`src/rtl/hc21_int_vector_if.sv`:
```
// Bus bundle for the STE interrupt vector unit: attention requests, Z80 control/data
// inputs and the vector/acknowledge/status outputs.
interface hc21_int_vector_if;
  logic [7:0] atnrq_n;
  logic       cpu_m1_n;
  logic       cpu_iorq_n;
  logic       cpu_wr_n;
  logic [7:0] cpu_addr;
  logic [7:0] cpu_data_in;
  logic [7:0] vec_data;
  logic       vec_oe;
  logic       ack_valid;
  logic [2:0] ack_level;
  logic [7:0] spurious_cnt;
  logic       timeout_err;

  modport master (
    output atnrq_n, cpu_m1_n, cpu_iorq_n, cpu_wr_n, cpu_addr, cpu_data_in,
    input  vec_data, vec_oe, ack_valid, ack_level, spurious_cnt, timeout_err
  );

  modport slave (
    input  atnrq_n, cpu_m1_n, cpu_iorq_n, cpu_wr_n, cpu_addr, cpu_data_in,
    output vec_data, vec_oe, ack_valid, ack_level, spurious_cnt, timeout_err
  );
endinterface

```
`src/rtl/hc21_int_vector.sv`:
```
// Z80 mode-2 style interrupt vector generator for STE attention requests:
// answers INTA cycles with {base[7:4], level, 0} and tracks spurious/timeout events.
module hc21_int_vector #(
  parameter logic [7:0] BASE_PORT = 8'hF0,
  parameter logic [7:0] TIMEOUT   = 8'd255
) (
  input logic              sysclk,
  input logic              sysrst,
  hc21_int_vector_if.slave bus
);

  typedef enum logic [1:0] {
    IDLE  = 2'd0,
    LATCH = 2'd1,
    DRIVE = 2'd2,
    HOLD  = 2'd3
  } state_t;

  state_t     state_q, state_d;
  logic [7:0] atn_s1_q, atn_s2_q;
  logic [2:0] ctl_s1_q, ctl_s2_q;
  logic       m1_n_s, iorq_n_s, wr_n_s;
  logic [6:0] pending;
  logic       wr_cond, base_wr, drive_expire;
  logic       nmi_unused;
  logic [7:0] base_q, base_d;
  logic [7:0] vec_q, vec_d;
  logic [7:0] cnt_q, cnt_d;
  logic [7:0] spur_q, spur_d;
  logic       terr_q, terr_d;
  logic       wr_prev_q, wr_prev_d;

  // Lowest pending index wins; bit i of pend is level i+1.
  function automatic logic [2:0] prio_level(input logic [6:0] pend);
    prio_level = 3'd0;
    for (int i = 6; i >= 0; i--) begin
      if (pend[i]) prio_level = 3'(i + 1);
    end
  endfunction

  always_ff @(posedge sysclk or posedge sysrst) begin
    if (sysrst) begin
      atn_s1_q <= 8'hFF;
      atn_s2_q <= 8'hFF;
      ctl_s1_q <= 3'b111;
      ctl_s2_q <= 3'b111;
    end else begin
      atn_s1_q <= bus.atnrq_n;
      atn_s2_q <= atn_s1_q;
      ctl_s1_q <= {bus.cpu_m1_n, bus.cpu_iorq_n, bus.cpu_wr_n};
      ctl_s2_q <= ctl_s1_q;
    end
  end

  assign m1_n_s       = ctl_s2_q[2];
  assign iorq_n_s     = ctl_s2_q[1];
  assign wr_n_s       = ctl_s2_q[0];
  assign pending      = ~atn_s2_q[7:1];
  assign nmi_unused   = atn_s2_q[0];
  // Address/data are stable across the whole I/O cycle, so they are used unsynchronised.
  assign wr_cond      = m1_n_s & ~iorq_n_s & ~wr_n_s & (bus.cpu_addr == BASE_PORT);
  assign base_wr      = wr_cond & ~wr_prev_q;
  assign drive_expire = (cnt_q == TIMEOUT - 8'd1);

  always_ff @(posedge sysclk or posedge sysrst) begin
    if (sysrst) state_q <= IDLE;
    else        state_q <= state_d;
  end

  always_comb begin
    state_d = state_q;
    case (state_q)
      IDLE:    if (!m1_n_s && !iorq_n_s) state_d = LATCH;
      LATCH:   state_d = DRIVE;
      DRIVE:   if (iorq_n_s || drive_expire) state_d = HOLD;
      HOLD:    state_d = IDLE;
      default: state_d = IDLE;
    endcase
  end

  always_comb begin
    base_d    = base_wr ? bus.cpu_data_in : base_q;
    wr_prev_d = wr_cond;
    cnt_d     = (state_q == DRIVE) ? cnt_q + 8'd1 : 8'd0;
    vec_d     = vec_q;
    spur_d    = spur_q;
    if (state_q == LATCH) begin
      vec_d = {base_q[7:4], prio_level(pending), 1'b0};
      if (pending == 7'd0 && spur_q != 8'hFF) spur_d = spur_q + 8'd1;
    end
    // A timeout on the same edge as a base write leaves the flag set.
    terr_d = base_wr ? 1'b0 : terr_q;
    if (state_q == DRIVE && !iorq_n_s && drive_expire) terr_d = 1'b1;
  end

  always_ff @(posedge sysclk or posedge sysrst) begin
    if (sysrst) begin
      base_q    <= 8'h00;
      vec_q     <= 8'h00;
      cnt_q     <= 8'h00;
      spur_q    <= 8'h00;
      terr_q    <= 1'b0;
      wr_prev_q <= 1'b0;
    end else begin
      base_q    <= base_d;
      vec_q     <= vec_d;
      cnt_q     <= cnt_d;
      spur_q    <= spur_d;
      terr_q    <= terr_d;
      wr_prev_q <= wr_prev_d;
    end
  end

  // Outputs decode straight from state so an async reset drops vec_oe immediately.
  always_comb begin
    bus.vec_oe    = 1'b0;
    bus.vec_data  = 8'h00;
    bus.ack_valid = 1'b0;
    bus.ack_level = 3'd0;
    if (state_q == DRIVE) begin
      bus.vec_oe   = 1'b1;
      bus.vec_data = vec_q;
      if (cnt_q == 8'd0) begin
        bus.ack_valid = 1'b1;
        bus.ack_level = vec_q[3:1];
      end
    end
  end

  assign bus.spurious_cnt = spur_q;
  assign bus.timeout_err  = terr_q;

endmodule

```
`src/flat_wrapper.sv`:
```
// flat-port wrapper written by rule: the top's interface ports become plain ports
module hc21_int_vector_flat 
#(
  parameter logic [7:0] BASE_PORT = 8'hF0,
  parameter logic [7:0] TIMEOUT   = 8'd255
)
  (sysclk, sysrst, bus_atnrq_n, bus_cpu_m1_n, bus_cpu_iorq_n, bus_cpu_wr_n, bus_cpu_addr, bus_cpu_data_in, bus_vec_data, bus_vec_oe, bus_ack_valid, bus_ack_level, bus_spurious_cnt, bus_timeout_err);
  hc21_int_vector_if bus_i ();
  input logic sysclk;
  input logic sysrst;
  input wire logic [$bits(bus_i.atnrq_n)-1:0] bus_atnrq_n;
  input wire logic [$bits(bus_i.cpu_m1_n)-1:0] bus_cpu_m1_n;
  input wire logic [$bits(bus_i.cpu_iorq_n)-1:0] bus_cpu_iorq_n;
  input wire logic [$bits(bus_i.cpu_wr_n)-1:0] bus_cpu_wr_n;
  input wire logic [$bits(bus_i.cpu_addr)-1:0] bus_cpu_addr;
  input wire logic [$bits(bus_i.cpu_data_in)-1:0] bus_cpu_data_in;
  output wire logic [$bits(bus_i.vec_data)-1:0] bus_vec_data;
  output wire logic [$bits(bus_i.vec_oe)-1:0] bus_vec_oe;
  output wire logic [$bits(bus_i.ack_valid)-1:0] bus_ack_valid;
  output wire logic [$bits(bus_i.ack_level)-1:0] bus_ack_level;
  output wire logic [$bits(bus_i.spurious_cnt)-1:0] bus_spurious_cnt;
  output wire logic [$bits(bus_i.timeout_err)-1:0] bus_timeout_err;
  assign bus_i.atnrq_n = bus_atnrq_n;
  assign bus_i.cpu_m1_n = bus_cpu_m1_n;
  assign bus_i.cpu_iorq_n = bus_cpu_iorq_n;
  assign bus_i.cpu_wr_n = bus_cpu_wr_n;
  assign bus_i.cpu_addr = bus_cpu_addr;
  assign bus_i.cpu_data_in = bus_cpu_data_in;
  assign bus_vec_data = bus_i.vec_data;
  assign bus_vec_oe = bus_i.vec_oe;
  assign bus_ack_valid = bus_i.ack_valid;
  assign bus_ack_level = bus_i.ack_level;
  assign bus_spurious_cnt = bus_i.spurious_cnt;
  assign bus_timeout_err = bus_i.timeout_err;
  hc21_int_vector #(.BASE_PORT(BASE_PORT), .TIMEOUT(TIMEOUT)) u_core (.sysclk(sysclk), .sysrst(sysrst), .bus(bus_i));
endmodule
```
`config.mk`:
```
export PLATFORM = sky130hd
export DESIGN_NAME = hc21_int_vector_flat
export DESIGN_NICKNAME = d
export VERILOG_FILES = /design/src/rtl/hc21_int_vector_if.sv /design/src/rtl/hc21_int_vector.sv /design/src/flat_wrapper.sv
export SDC_FILE = /design/constraint.sdc
export NUM_CORES = 1
export LEC_CHECK = 0
export CAP_MARGIN = 20
export CORE_MARGIN = 4
export CORE_UTILIZATION = 30
export CTS_BUF_LIST = sky130_fd_sc_hd__clkbuf_8
export DETAILED_ROUTE_END_ITERATION = 8
export GPL_TIMING_DRIVEN = 0
export PLACE_DENSITY_LB_ADDON = 0.1
export SLEW_MARGIN = 5
export SYNTH_ARGS = -nofsm -noshare
export SYNTH_HDL_FRONTEND = slang
export SYNTH_SLANG_ARGS = --single-unit
```
`constraint.sdc`:
```
create_clock -name sysclk -period 2.31 [get_ports sysclk]
set_input_delay 0.231 -clock sysclk [delete_from_list [all_inputs] [get_ports sysclk]]
set_output_delay 0.231 -clock sysclk [all_outputs]
set_load 0.01 [all_outputs]
```
# --- Word-level counts from Yosys, hierarchy flattened ---
# Index checks and enable logic that the tools add are counted.
word_totals:
  ff_bits: 57
  inputBits: 29
  out_inout_bits: 22
  elab_cells: 61
op_classes:
  addsub: 2
  eq_ne: 8
  mux: 19
  n_bitwise: 8
  n_reduce_logical: 13
ops:
  columns: ["cell", "n"]
  rows:
  - ["$mux 3", 9]
  - ["$add 8x1->8 const B", 2]
  - ["$eq 8x8->1 const B", 2]
  - ["$mux 8", 2]
  - ["$logic_not 8->1", 1]
  - ["$ne 8x8->1 const B", 1]
  - ["$pmux 2 s4", 1]
  - ["$logic_not 7->1", 1]
  - ["$not 7->7", 1]
  - ["$mux 1", 5]
  - ["$and 1x1->1", 4]
  - ["$eq 2x2->1 const B", 2]
  - ["$logic_and 1x1->1", 4]
  - ["$mux 2", 2]
  - ["$ne 2x1->1 const B", 2]
  - ["$reduce_and 2->1", 2]
  - ["$not 1->1", 3]
  - ["$eq 2x1->1 const B", 1]
  - ["$logic_not 1->1", 2]
  - ["$logic_not 2->1", 1]
  - ["$reduce_bool 2->1", 1]
  - ["$logic_or 1x1->1", 1]

# --- Longest topological paths before layout ---
# Gate-level depths: netlist of the first run.
logic_depth:
  word_depth: 8
  mapped_depth: 7
  ltp_nobuf: 6

# --- Least setup slack after synthesis of the first run ---
# No wires, ideal clock.
synth_timing:
  path_kind: "flip-flop to flip-flop"
  startpoint: "register u_core.spur_q[0] (netlist: u_core.bus.spurious_cnt[0])"
  endpoint: "register u_core.spur_q[1] (netlist: u_core.bus.spurious_cnt[1])"
  setup_ps: 125
  arrival_time_ps: 1585
  required_ps: 2185
  path_slack_ps: 600
  stages_incl_launch_ff: 5
  path_buffers: 0
  period_less_slack_ps: 1710
  cell_sequence: "dfrtp_1 > ha_1 > and3_1 > a211oi_4 > mux2_2"
synth_via:
  elab_chain_len: 3
  elab_cells_between_ends: 4
  classes_between: "add/sub (1); eq/ne (1); reduce/logical (2)"
synth_lines:
  columns: ["item", "line", "rtl"]
  rows:
  - ["start, declared", "hc21_int_vector.sv:29", "logic [7:0] spur_q, spur_d;"]
  - ["start signal, assigned", "hc21_int_vector.sv:108", "spur_q <= spur_d;"]
  - ["parallel branches: the longest is 3 deep, another holds $add 8x1->8", null, null]
# Parallel ways; which one is timed is not known.
# A chain may end at the register's enable or synchronous reset.

# --- Final worst setup path of the first run ---
layout_timing:
  startpoint: "register u_core.cnt_q[5]"
  endpoint: "output bus_ack_level[2]"
layout_via:
  elab_chain_len: 3
layout_lines:
  columns: ["item", "line", "rtl"]
  rows:
  - ["start, declared", "hc21_int_vector.sv:28", "logic [7:0] cnt_q, cnt_d;"]
  - ["start signal, assigned", "hc21_int_vector.sv:107", "cnt_q <= cnt_d;"]
  - ["$logic_not 8->1", "hc21_int_vector.sv:123", "if (cnt_q == 8'd0) begin"]
  - ["$mux 3", "hc21_int_vector.sv:123", null]
  - ["$mux 3", "hc21_int_vector.sv:120", "if (state_q == DRIVE) begin"]
  - ["end, declared", "flat_wrapper.sv:20", "output wire logic [$bits(bus_i.ack_level)-1:0] bus_ack_level;"]
# No other way between the ends.

==> results.md, run 1 <==
* Post-detail-place hpwl at 2910 um
* Bufs and invs on worst path at 1
* Number of global-route vias before repair at 1442
* Initial Util at 30.9%
* Per-cell routed wire length at 12.2 um
* CTS clk-pin slew, worst paths at 0.09 ns
* Lkg Pwr at 1.27 nW
* Period Utilization, post-route at 96.7%
* Core Region at 6790 um2
* Top post-synthesis cells by area: dfrtp_1 37%, dfstp_2 25%, mux2_2 5.4%
* Crit end category: output pin
* Layout cell share with drive strength beyond 1 at 24.2%
* Placer Congestion at 0.837
* CP Class: reg -> out
* P per Cell Area at 824 nW/um2
* Pre-CTS setup slack at 0.160 ns
* CTS tree: built
* Drt first pass iters at 4
* Outcome: complete, no violations
* Final Critical Period at 2.23 ns
* Synth-to-layout area growth at 36.4%
* Mapped Nets at 197
* Gr usage total at 10.0%
* R2r setup slk at 0.43 ns
* Clk buf depth at 2
* H-tree depth at 2
* VDD IR-drop max at 0.266 mV
* Overall Power at 2.36 mW
* Total grt overflow at 0
* Clock root buffer: clkbuf_8
* NumNets Final at 250
* Final instance area at 2860 um2
* Biggest cell delay along the critical path at 0.57 ns
* Slowest cell on crit path: clkdlybuf4s50_1
* Number of pins with negative max-slew slack in the final report at 0
* Post-synthesis cell type count at 35
* Crit path max-delay family: simple AND/OR/NAND/NOR gates
* Port bufs at 44
* # rows at 30
* Worst reg2reg path depth at 6
* Via count at 1306
* Synth Instances at 161
* Hold path depth at 1
* Mapped Area at 2100 um2
* CP arrival at 2.00 ns
* RSZ-0062 raised after global routing: no
* Hold Path End: u_core.ctl_s1_q[2]
* Req. time, crit path at 2.08 ns
* Initial antenna violation count at 0
* Clock Latency Late Sink at 0.29 ns
* Sequential share of the synthesized area at 62.1%
* Worst min path class: in -> reg
* Final setup fails at 0
* Vias per cell at 4.20
* #FFs+latches synth at 51
* Diode count at 0
* Yosys warning count at 0
* Largest net degree at the start of global routing at 38
* Peak fanout along the critical path at 5
* Post-cts hold buffer count at 0
* Remaining DRCs at 0
* Die footprint at 8390 um2
* Layout Skew at 0.00623 ns
* Reg-to-reg endpoint: u_core.bus.spurious_cnt[1]
* Crit-path cells: or4_4 > nor3_1 > clkdlybuf4s50_1
* Clock sinks at 51
* Crit Reg-Reg Startpoint: u_core.state_q[1]
* EDFF count, synth at 0
* Die Ht at 91.6 um
* Post-DP Area at 2680 um2
* Max Cap Viol at 0
* Worst hold start: bus_cpu_m1_n
* Final ANT Viol Nets at 0
* Hold Violations, Final at 0
* Mean Syn Cell Area at 13.0 um2
* Final worst setup slack at 0.0752 ns
* Die X at 91.6 um
* Initial DRC Count at 37
* Worst hold slack at 0.333 ns
* Global-route wire length before repair at 6660 um
* Post-synth top area cell: dfrtp_1
* TritonCTS buffer count at 5
* Io pins at 51
* CP Launch Type: flip-flop
* Post-Route WL at 3810 um
* Share of flip-flops with an asynchronous set or reset at 100%
* Predominant post-synthesis flop cell: dfrtp_1
* F_max at 447 MHz
* Post-synth top area share at 37.0%
==> timing repair <==
action / CTS / global route
buffers inserted: 1 / 0
gates resized for setup: 4 / 7
cloned: 0 / 0
endpoints found under the setup margin: 10 / 8
==> worst max-delay path by stage <==
stage                                    start                         end  cells past startpoint
finish                         u_core.cnt_q[5]            bus_ack_level[2]                      3
global route                 u_core.state_q[0]             bus_vec_data[6]                      5
CTS                            u_core.cnt_q[2]            bus_ack_level[0]                      4
detailed placement           u_core.state_q[0]            bus_ack_level[0]                      6
global placement                        sysrst             u_core.cnt_q[0]                      2
floorplan           u_core.bus.spurious_cnt[0]  u_core.bus.spurious_cnt[1]                      4
==> cell usage in the layout, fill, tap and decap left out, drive strengths merged, types with 6 or more instances in the layout <==
| cell | count |
|---|---|
| and2 | 13 |
| clkdlybuf4s50 | 42 |
| dfrtp | 31 |
| dfstp | 20 |
| ha | 7 |
| inv | 12 |
| mux2 | 10 |
| nand2 | 6 |
| nand3 | 6 |
| nand4 | 6 |
| xnor2 | 9 |
==> cells by family (layout without fill, tap and decap cells) <==
logic type | Yosys count | count (layout) | share of synthesized area [%]
buffers and inverters | 14 | 68 | 3.04
AOI/OAI and AO/OA | 15 | 15 | 5.25
adders and majority gates | 7 | 7 | 4.18
xor gates and xnor gates | 11 | 11 | 4.59
muxes | 10 | 10 | 5.37
DFF | 51 | 51 | 62.1
other | 1 | 1 | 0.179
and+or+nand+nor | 52 | 52 | 15.3
==> state kept, by name (all words and copies together), names as in the netlist <==
name / flops
u_core.bus.spurious_cnt: 8
u_core.atn_s1_q: 7
u_core.vec_q: 7
u_core.bus.timeout_err: 1
u_core.state_q: 2
u_core.ctl_s2_q: 3
u_core.ctl_s1_q: 3
u_core.atn_s2_q: 7
u_core.wr_prev_q: 1
u_core.cnt_q: 8
u_core.base_q: 4
==> power breakdown <==
group	total [mW]	internal, mW	switching (mW)	leakage [nW]
registers	1.05	0.991	0.0586	0.625
logic	0.608	0.329	0.279	0.571
clock network	0.699	0.428	0.271	0.0695
total	2.36	1.75	0.608	1.27
==> through the flow <==
step	utilization, %	setup TNS, ns	std cells
floorplan	-	0	161
global placement	39.1	-0.617	301
detailed placement	39.4	0	302
CTS	42.0	0	311
global route	42.1	0	311
finish	42.1	0	311
==> routing by layer <==
metal / GRT usage [%] / vias to the layer above / share of wire (%)
met1: 12.1 / 616 / 45
met2: 15.9 / 32 / 47
li1: - / 650 / -
met4: 4.27 / 0 / 2.2
met3: 3.73 / 8 / 6.3
met5: 0 / - / 0
==> cells in the mapped netlist, drive strengths merged (3+ instances only) <==
cell,count
xnor2,9
nand4,6
nand3,6
nor2,4
inv,11
nand2,6
o21ai,5
dfstp,20
a21boi,3
mux2,10
and3,5
and2,13
dfrtp,31
ha,7
==> cell type report <==
type	count	area (um2)
sequential	51	1300
buffer	3	23.8
clock inverter	3	63.8
multi-input combinational	96	767
inverter	11	41.3
clock buffer	5	68.8
tap	96	120
fill	661	3930
timing repair buffer	46	473
Power figures use the tool's default switching activity.
==> inputs of run 2 (changes only) <==
CORE_ASPECT_RATIO = 0.5   (was not set)
SKIP_CTS_REPAIR_TIMING = 1   (was not set)
==> run 2 against run 1 <==
Against the previous run:
- final cell count decreased by 1.3%
- combinational power increased by 2%
- die area increased by 0.97%
- largest power group unchanged
- flip-flop and latch count unchanged
- critical endpoint is now bus_ack_level[1]
- non-clock buffer count unchanged
- maximum frequency increased by 0.21%
- via count increased by 2.3%
- final area decreased by 0.87%
- clock power decreased by 12%
- largest cell class unchanged
==> results.md, run 2 (same netlist as run 1, synthesis figures left out) <==
* Outcome: complete, no violations
* CTS clk-pin slew, worst paths at 0.09 ns (about the same)
* Initial DRC Count at 41 (+11%)
* Crit-path cells: or4_4 > nor3_1 > clkdlybuf4s50_1
* Crit end category: output pin
* Die footprint at 8470 um2 (+0.97%)
* Drt first pass iters at 4 (unchanged)
* Crit path max-delay family: simple AND/OR/NAND/NOR gates
* Layout cell share with drive strength beyond 1 at 24.7% (+0.47 points)
* Total grt overflow at 0 (unchanged)
* Hold Violations, Final at 0 (unchanged)
* Per-cell routed wire length at 12.6 um (+2.8%)
* Initial antenna violation count at 0 (unchanged)
* Number of pins with negative max-slew slack in the final report at 0 (unchanged)
* NumNets Final at 250 (unchanged)
* Worst hold slack at 0.248 ns (-0.0846 ns)
* Final Critical Period at 2.23 ns (-0.00460 ns)
* Clk buf depth at 2 (unchanged)
* M1 GR Usage at 12.3% (+0.20 points)
* TritonCTS buffer count at 5 (unchanged)
* Initial Util at 31.2% (+0.31 points)
* Diode count at 0 (unchanged)
* F_max at 448 MHz (+0.21%)
* Period Utilization, post-route at 96.5% (-0.20 points)
* Die Ht at 67.1 um (-27%)
* Clock Latency Late Sink at 0.30 ns (about the same)
* Worst min path class: in -> async
* Pre-CTS setup slack at 0.147 ns (-0.0139 ns)
* CP Launch Type: flip-flop
* Bufs and invs on worst path at 1 (unchanged)
* Overall Power at 2.29 mW (-2.9%)
* Crit Reg-Reg Startpoint: u_core.state_q[1]
* Max Cap Viol at 0 (unchanged)
* Final worst setup slack at 0.0798 ns (+0.00460 ns)
* R2r setup slk at 0.44 ns (about the same)
* VDD IR-drop max at 0.316 mV (+19%)
* Core Region at 6730 um2 (-0.99%)
* Final ANT Viol Nets at 0 (unchanged)
* Final instance area at 2840 um2 (-0.87%)
* RSZ-0062 raised after global routing: no
* Clock power frac at 26.9% (-2.7 points)
* Remaining DRCs at 0 (unchanged)
* Post-DP Area at 2670 um2 (-0.19%)
* Routing usage on met3 at 3.84% (+0.11 points)
* Final core occ at 42.2% (+0.051 points)
* P per Cell Area at 807 nW/um2 (-2.1%)
* Slowest cell on crit path: or4_4
* CP Class: reg -> out
* Most frequent cells in the layout: 43 x clkdlybuf4s50_1, 30 x dfrtp_1, 20 x dfstp_2
* Synth-to-layout area growth at 35.2%
* Switching power total at 0.637 mW (+4.7%)
* Die X at 126 um (+38%)
* Grt met2 use at 15.1% (-0.80 points)
* # rows at 21 (-30%)
* Biggest cell delay along the critical path at 0.57 ns (about the same)
* Io pins at 51 (unchanged)
* Vias per cell at 4.35 (+3.6%)
* P_int at 1.65 mW (-5.6%)
* Gr usage total at 9.65% (-0.37 points)
* Peak fanout along the critical path at 5 (unchanged)
* Port bufs at 44 (unchanged)
* Logic pwr share at 27.2% (+1.4 points)
* Via count at 1336 (+2.3%)
* CP arrival at 2.00 ns (about the same)
* Post-Route WL at 3860 um (+1.5%)
* Part of the power in registers at 45.9% (+1.4 points)
* Final setup fails at 0 (unchanged)
* Req. time, crit path at 2.08 ns (about the same)
* Clock root buffer: clkbuf_8
* Number of global-route vias before repair at 1343 (-6.9%)
* Layout Skew at 0.00727 ns (+0.00104 ns)
* H-tree depth at 2 (unchanged)
* Lkg Pwr at 1.24 nW (-2.3%)
* Clock sinks at 51 (unchanged)
* CTS tree: built
* Post-detail-place hpwl at 2780 um (-4.3%)
* Placer Congestion at 0.714 (-15%)
* Worst reg2reg path depth at 6 (unchanged)
* Reg-to-reg endpoint: u_core.bus.spurious_cnt[1]
* GR peak layer: met2
* Sw Ratio at 27.8% (+2.0 points)
* Commonest non-fill, non-tap cell in the layout: clkdlybuf4s50_1
* Largest net degree at the start of global routing at 32 (-16%)
* Global-route wire length before repair at 6380 um (-4.3%)
## run 2: worst reg2reg max path, stage by stage (launching register included)
cell and delay [ns]:
dfrtp_1 0.42, inv_1 0.09, ha_1 0.16, buf_6 0.15, nand4_4 0.13, a211oi_4 0.43, mux2_2 0.38
## run 2: final cells by class
class | count | area, um2
buffer | 3 | 26.3
clock buffer | 5 | 68.8
clock inverter | 3 | 43.8
fill | 658 | 3890
inverter | 11 | 41.3
multi-input combinational | 96 | 767
sequential | 51 | 1300
tap | 92 | 115
timing repair buffer | 46 | 470
## run 2: layer usage
layer,part of all wire [%],routed length (um)
met5,0,0
met4,1.0,39
met3,5.6,216
met2,46,1790
met1,47,1820
## run 2: stage by stage
stage,TNS [ns],std cells
6_report,0,307
3_5_place_dp,0,298
2_1_floorplan,0,161
3_3_place_gp,-3.05,297
4_1_cts,-1.49,306
5_1_grt,0,307
## run 2: power groups by stage
stage,clock network [mW],logic [mW],registers [mW]
6_report,0.615,0.623,1.05
5_1_grt,0.678,0.701,1.06
4_1_cts,0.642,0.586,1.05
3_5_place_dp,0,0.581,1.07
3_3_place_gp,0,0.569,1.06
2_1_floorplan,0,0.333,1.05
## run 2: worst max path at each step
stage / startpoint / cells after the start / end / slack, ns
6_report: u_core.cnt_q[4] / 3 / bus_ack_level[1] / 0.08
5_1_grt: u_core.state_q[0] / 5 / bus_ack_level[2] / 0.01
4_1_cts: u_core.state_q[0] / 5 / bus_vec_data[5] / -0.19
3_5_place_dp: u_core.state_q[0] / 5 / bus_vec_data[5] / 0.15
3_3_place_gp: sysrst / 2 / u_core.cnt_q[1] / -0.1
2_1_floorplan: u_core.bus.spurious_cnt[0] / 4 / u_core.bus.spurious_cnt[1] / 0.60
